==> config.mk <==
export PLATFORM = sky130hd
export DESIGN_NAME = one_shot_flat
export DESIGN_NICKNAME = d
export VERILOG_FILES = /design/src/rtl/one_shot_if.sv /design/src/rtl/one_shot.sv /design/src/flat_wrapper.sv
export SDC_FILE = /design/constraint.sdc
export NUM_CORES = 1
export LEC_CHECK = 0
export BUFFER_PORTS_ARGS = -buffer_cell sky130_fd_sc_hd__buf_2
export CORE_MARGIN = 4
export CORE_UTILIZATION = 55
export CTS_BUF_LIST = sky130_fd_sc_hd__clkbuf_4
export CTS_CLUSTER_DIAMETER = 120
export DETAILED_ROUTE_END_ITERATION = 10
export GPL_TIMING_DRIVEN = 0
export PLACE_DENSITY = 0.76
export SYNTH_ARGS = -nofsm -noshare
export SYNTH_HDL_FRONTEND = slang
export SYNTH_SLANG_ARGS = --single-unit
==> constraint.sdc <==
create_clock -name clk -period 2.43 [get_ports clk]
set_clock_uncertainty 0.1 [all_clocks]
set_input_delay 0.3645 -clock clk [delete_from_list [all_inputs] [get_ports clk]]
set_output_delay 0.3645 -clock clk [all_outputs]
set_load 0.01 [all_outputs]
==> src/rtl/one_shot_if.sv <==
// Purpose: trigger/pulse bundle for the one_shot monostable.
// Signals:
//   in   - trigger input; a rising edge fires a pulse
//   out  - registered pulse output, high while a pulse is active
//   dur  - pulse length in clk cycles (unsigned)
//   load - level-sensitive; dur is captured on every edge it is high
// Modports: master drives in/dur/load and observes out; slave is the one_shot.
interface one_shot_if #(
  parameter int unsigned WIDTH = 8
);
  logic             in;
  logic             out;
  logic [WIDTH-1:0] dur;
  logic             load;

  modport master (
    output in,
    output dur,
    output load,
    input  out
  );

  modport slave (
    input  in,
    input  dur,
    input  load,
    output out
  );
endinterface

==> src/rtl/one_shot.sv <==
// Purpose: programmable, non-retriggerable monostable. A rising edge on
//   bus.in produces a high level on bus.out lasting dur_reg clock cycles.
//   dur_reg is loaded from bus.dur whenever bus.load is high.
// Ports:
//   clk   - system clock, rising edge
//   reset - synchronous, active-high reset
//   bus   - one_shot_if slave modport (in, out, dur, load)
module one_shot #(
  parameter int unsigned WIDTH = 8
) (
  input  logic     clk,
  input  logic     reset,
  one_shot_if.slave bus
);

  typedef enum logic {
    IDLE   = 1'b0,
    ACTIVE = 1'b1
  } state_t;

  state_t           state;
  logic             in_d;
  logic             out_q;
  logic [WIDTH-1:0] cnt;
  logic [WIDTH-1:0] dur_reg;
  logic             trig;

  // Rising-edge detect on the trigger input.
  assign trig = bus.in & ~in_d;

  // in_d tracks in even during reset so a level held through reset cannot fire.
  always_ff @(posedge clk) begin
    in_d <= bus.in;
    if (reset) begin
      state   <= IDLE;
      out_q   <= 1'b0;
      cnt     <= '0;
      dur_reg <= '0;
    end else begin
      // A new length only affects the next trigger; the FSM reads the old value.
      if (bus.load) begin
        dur_reg <= bus.dur;
      end
      case (state)
        IDLE: begin
          if (trig && (dur_reg != '0)) begin
            state <= ACTIVE;
            out_q <= 1'b1;
            cnt   <= dur_reg - WIDTH'(1);
          end
        end
        ACTIVE: begin
          // Triggers are ignored here, including one on the terminal edge.
          if (cnt != '0) begin
            cnt <= cnt - WIDTH'(1);
          end else begin
            state <= IDLE;
            out_q <= 1'b0;
          end
        end
        default: begin
          state <= IDLE;
          out_q <= 1'b0;
        end
      endcase
    end
  end

  assign bus.out = out_q;

endmodule

==> src/flat_wrapper.sv <==
// flat-port wrapper written by rule: the top's interface ports become plain ports
module one_shot_flat 
#(
  parameter int unsigned WIDTH = 8
)
  (clk, reset, bus_in, bus_dur, bus_load, bus_out);
  one_shot_if #(.WIDTH(WIDTH)) bus_i ();
  input  logic clk;
  input  logic reset;
  input wire logic [$bits(bus_i.in)-1:0] bus_in;
  input wire logic [$bits(bus_i.dur)-1:0] bus_dur;
  input wire logic [$bits(bus_i.load)-1:0] bus_load;
  output wire logic [$bits(bus_i.out)-1:0] bus_out;
  assign bus_i.in = bus_in;
  assign bus_i.dur = bus_dur;
  assign bus_i.load = bus_load;
  assign bus_out = bus_i.out;
  one_shot #(.WIDTH(WIDTH)) u_core (.clk(clk), .reset(reset), .bus(bus_i));
endmodule
==> metrics, run 1 <==
status completed; row cnt 15; Die W 50.8 um; Top delay family on crit path simple AND/OR/NAND/NOR gates; cells on worst reg2reg path 5; Cells after DPL 149; vias in the first global route 920; Max clock buf depth 2; antenna violation net count after detailed routing 0; cell internal pwr 0.502 mW; die area 2590 sq um; initial antenna violation count 0; Pwr Total 0.754 mW; met3 Use GR 4.37%; Netlist Area Pre-Place 1010 sq um; pins over their slew limit 0; Peak VDD IR 0.000521 V; Buffers & Inverters on Critical Path 1; leading area contributor after synthesis dfxtp_1; critical path type reg2reg; Place WS 0.0825 ns; largest net degree at the start of global routing 12; Seq pwr share 49.7%; r2r setup slk 0.34 ns; DRC Markers 0; die height 50.8 um; Ant. Diodes 0; post-synthesis sequential area ratio 37.7%; M2 GR Usage 34.8%; Avg Inst Size Synth 8.94 sq um; PortBufs 11; Area growth syn-to-layout 10.9%; Global Route Usage Sum 20.1%; Worst Slack Setup Final 0.340 ns; first-pass GRT wire length 3.89 mm; H-Tree Depth 1; CP max stage cell or4b_4; share of layout cells above drive strength 1 18.9%; post-place instance area 1100 sq um; final instance area 1120 sq um; R2R Path End u_core.cnt[5]$_SDFFE_PP0P_; Worst slew margin 65.4%; final hold vios 0; Cells after Synth 113; Switching Power 0.252 mW; total wire length after detailed routing 2.26 mm; async set or reset register ratio after synthesis 0%; Cell Pwr Density 674 nW/um^2; non-filler cells, final 152; Nets 141; Detailed Routing Iterations Pass 1 5; max_cap viols 0; CTS clk-pin slew, worst paths 0.12 ns; flops & latches, synth 19; Yosys cell types 40; I/O pin count 13; Arr. time, crit path 2.25 ns; Hold WC Path Type in2reg; min Tclk post-route 2.09 ns; post-synthesis net count 126; Post-synth EDFFs 0; CORE AREA 1730 sq um; critical hold path startpoint bus_in; CTS Root Cell clkbuf_4; number of clock sinks 19; TNS Setup 0 ns; sw frac 33.4%; CP max stage delay 0.52 ns; share of the synthesized area in the top cell type 37.7%; Post-DP HPWL 1.71 mm; total CTS buffers 3; grt ovf 0; Iteration-0 DRC Markers 21; global route hottest layer met2; hold_ws 0.0685 ns; M1 GR Usage 22.8%; vias per std cell 6.14; Gate power share 28.2%; Routed WL per cell 14.9 um; Hold Crit Endpoint u_core.in_d$_DFF_P_; reg2reg start u_core.state$_SDFF_PP0_; crit path cell chain buf_4, or4b_4, o2bb2a_2, or4_1, o21ai_1; leakage power 0.449 nW; Setup crit end kind flop; ys flop type dfxtp_1; Initial Util 58.5%; Synth area leaders dfxtp_1, mux2i_1, nor2_1; clock group share of total power 22.2%; vias 934; Final Cycle Share 86.0%; Slew @ Worst Pin 0.519 ns; critical-path maximum fanout 18; gp weighted congestion 0.877; worst path required time 2.59 ns; Hold Buf Count CTS 0; unrepaired setup endpoints after global routing false; crit path launch type flop; Fmax 478 MHz; final setup fails 0; CTS tree built; final core utilization 64.9%; clk_lat worst skew 0.31 ns; WHS Path Cells 1; Yosys Warn Count 0
==> area by class of cell <==
class / count / area (sq um)
timing repair buffer: 11 / 55.1
inverter: 3 / 11.3
tap: 25 / 31.3
multi-input combinational: 86 / 596
sequential: 19 / 380
fill: 155 / 607
clock inverter: 1 / 5.00
clock buffer: 3 / 22.5
buffer: 4 / 18.8
==> timing repair <==
action                     4_1_cts  5_1_grt
buffers inserted                 0        0
setup endpoints to repair        0        1
gates resized for setup          0        0
==> power by group through the flow <==
stage               registers [mW]  clock network, mW  logic (mW)
floorplan                    0.371                  0       0.170
global placement             0.379                  0       0.206
detailed placement           0.381                  0       0.212
CTS                          0.373              0.170       0.213
global route                 0.378              0.187       0.238
finish                       0.375              0.167       0.213
==> placed cells by master (no fill, tap or decap), types with 3 or more instances in the layout <==
| master | count |
|---|---|
| a21oi_1 | 6 |
| a22oi_1 | 3 |
| buf_2 | 11 |
| clkbuf_1 | 3 |
| clkbuf_4 | 3 |
| dfxtp_1 | 19 |
| inv_1 | 3 |
| mux2i_1 | 10 |
| nand2_1 | 6 |
| nor2_1 | 12 |
| nor3_1 | 5 |
| o21ai_0 | 7 |
| or3_1 | 3 |
| or4_1 | 4 |
==> how the worst max path moves through the flow <==
stage	from	end	slack, ns	cells after the start
2_1_floorplan	u_core.state$_SDFF_PP0_	u_core.cnt[6]$_SDFFE_PP0P_	0.34	9
4_1_cts	u_core.state$_SDFF_PP0_	u_core.cnt[6]$_SDFFE_PP0P_	0.03	9
6_report	u_core.state$_SDFF_PP0_	u_core.cnt[5]$_SDFFE_PP0P_	0.34	5
3_3_place_gp	u_core.state$_SDFF_PP0_	u_core.cnt[6]$_SDFFE_PP0P_	0.11	9
3_5_place_dp	u_core.state$_SDFF_PP0_	u_core.cnt[6]$_SDFFE_PP0P_	0.08	9
5_1_grt	u_core.state$_SDFF_PP0_	u_core.cnt[6]$_SDFFE_PP0P_	0.19	8
==> Yosys cell counts, types with 2 or more instances <==
cell type	count
inv_1	3
clkbuf_1	4
a22oi_1	3
or4_1	4
or3_1	3
nand2b_1	2
o21ai_0	7
o41a_1	2
dfxtp_1	19
a21oi_1	6
nand2_1	6
nor3_1	5
o21ai_1	2
nor2_1	12
mux2i_1	10
==> logic make-up (layout without fill, tap and decap cells) <==
kind of cell	Yosys count	in the layout	synth area share, %
AO/OA/AOI/OAI	33	33	23.4
adder cells (fa/ha/maj)	1	1	1.24
buffers and inverters	8	22	3.35
flip-flops	19	19	37.7
multiplexers	11	11	11.0
AND/OR/NAND/NOR	41	41	23.3
==> per-layer routing <==
metal  share of wire, %  up-vias
met1                 45      434
met5                  0        -
met2                 47       34
met4                2.4        0
li1                   -      457
met3                5.4        9
Note: power is estimated with default switching activity, not from simulation.
==> run 2: changes to the inputs <==
GPL_TIMING_DRIVEN = default   (was 0)
clock period = 1.94 ns   (was 2.43 ns; I/O delays follow)
==> metrics, run 2 (synthesized netlist as in run 1, its figures left out) <==
status finished with violations (was completed); failing checks setup timing; critical-path maximum fanout 6 (was 18); final hold vios 0 (unchanged); share of layout cells above drive strength 1 38.6% (was 18.9%); M1 GR Usage 27.1% (was 22.8%); most frequent cells in the layout buf_4, dfxtp_1, buf_2 (was dfxtp_1, nor2_1, buf_2); row cnt 15 (unchanged); met3 Use GR 4.08% (was 4.37%); initial antenna violation count 0 (unchanged); antenna violation net count after detailed routing 0 (unchanged); hold_ws 0.0244 ns (was 0.0685 ns); Routed WL per cell 16.3 um (was 14.9 um); commonest non-fill, non-tap cell in the layout buf_4 (was dfxtp_1); total CTS buffers 3 (unchanged); vias 1,057 (was 934); pins over their slew limit 0 (unchanged); Initial Util 58.5% (unchanged); M2 GR Usage 40.4% (was 34.8%); post-place instance area 1230 sq um (was 1100 sq um); grt ovf 0 (unchanged); gp weighted congestion 0.928 (was 0.877); WHS Path Cells 1 (unchanged); PortBufs 12 (was 11); H-Tree Depth 1 (unchanged); Ant. Diodes 0 (unchanged); Peak VDD IR 0.000633 V (was 0.000521 V); clk_lat worst skew 0.30 ns (was 0.31 ns); vias per std cell 6.22 (was 6.14); Fmax 509 MHz (was 478 MHz); Nets 159 (was 141); Filler Cell Count 134 (was 155); CTS clk-pin slew, worst paths 0.10 ns (was 0.12 ns); TNS Setup -0.0392 ns (was 0 ns); Arr. time, crit path 2.11 ns (was 2.25 ns); Place WS -0.0202 ns (was 0.0825 ns); Post-DP HPWL 2.05 mm (was 1.71 mm); cells on worst reg2reg path 6 (was 5); vias in the first global route 1,043 (was 920); final instance area 1320 sq um (was 1120 sq um); unrepaired setup endpoints after global routing true (was false); Global Route Usage Sum 23.5% (was 20.1%); final setup fails 2 (was 0); Hold WC Path Type in2reg (unchanged); CORE AREA 1730 sq um (unchanged); leakage power 0.561 nW (was 0.449 nW); first-pass GRT wire length 4.53 mm (was 3.89 mm); Setup crit end kind flop (unchanged); Final Cycle Share 101% (was 86.0%); die height 50.8 um (unchanged); Max clock buf depth 2 (unchanged); final core utilization 76.3% (was 64.9%); CTS tree built (unchanged); CTS Root Cell clkbuf_4 (unchanged); Iteration-0 DRC Markers 48 (was 21); total wire length after detailed routing 2.77 mm (was 2.26 mm); Die W 50.8 um (unchanged); die area 2590 sq um (unchanged); Slew @ Worst Pin 0.375 ns (was 0.519 ns); number of clock sinks 19 (unchanged); Detailed Routing Iterations Pass 1 4 (was 5); largest net degree at the start of global routing 21 (was 12); Worst Slack Setup Final -0.0240 ns (was 0.340 ns); Hold Buf Count CTS 0 (unchanged); crit path launch type flop (unchanged); DRC Markers 0 (unchanged); critical path type reg2reg (unchanged); Worst slew margin 74.7% (was 65.4%); Cell Pwr Density 805 nW/um^2 (was 674 nW/um^2); worst path required time 2.08 ns (was 2.59 ns); Area growth syn-to-layout 30.5% (was 10.9%); max_cap viols 0 (unchanged); global route hottest layer met2 (unchanged); min Tclk post-route 1.96 ns (was 2.09 ns); I/O pin count 13 (unchanged)
run 2: worst max-delay path, stage by stage (launching register included):
cell and delay (ns):
dfxtp_2 0.38, buf_4 0.16, buf_4 0.15, nor3_1 0.27, o2bb2a_2 0.29, or4_1 0.46
o21ai_1 0.08
run 2: final timing paths:
path	startpoint	to	slack, ns
hold reg to reg	u_core.bus.out$_SDFFE_PP0P_	u_core.bus.out$_SDFFE_PP0P_	0.38
setup reg to reg	u_core.state$_SDFF_PP0_	u_core.cnt[5]$_SDFFE_PP0P_	-0.02
setup / recovery	u_core.state$_SDFF_PP0_	u_core.cnt[5]$_SDFFE_PP0P_	-0.02
hold / removal	bus_in	u_core.in_d$_DFF_P_	0.02
run 2: per-stage QoR:
stage | power (mW) | cells
floorplan | 0.679 | 113
global placement | 0.794 | 165
detailed placement | 0.808 | 165
CTS | 1.02 | 169
global route | 1.12 | 170
finish | 1.06 | 170
run 2: area by class of cell:
cell class	instances	area [sq um]	area share, %
inverter	3	11.3	0.855
tap	25	31.3	2.37
multi-input combinational	86	644	48.9
timing repair buffer	33	218	16.5
sequential	19	383	29.1
clock buffer	4	30.0	2.28
run 2: what timing repair did:
action / in CTS / in global routing
resized for setup: 2 / 12
endpoints found under the setup margin: 3 / 6
pin swaps: 2 / 3
setup buffers: 0 / 1
run 2: where the power goes:
group          internal, mW  total (mW)  switching (mW)
clock                0.0943       0.215           0.121
combinational         0.194       0.385           0.191
sequential            0.427       0.460          0.0325
run 2: routing by layer:
| layer | up-vias | part of all wire (%) |
|---|---|---|
| li1 | 493 | - |
| met1 | 485 | 39 |
| met2 | 64 | 48 |
| met3 | 15 | 8.2 |
| met4 | 0 | 5.1 |
| met5 | - | 0 |
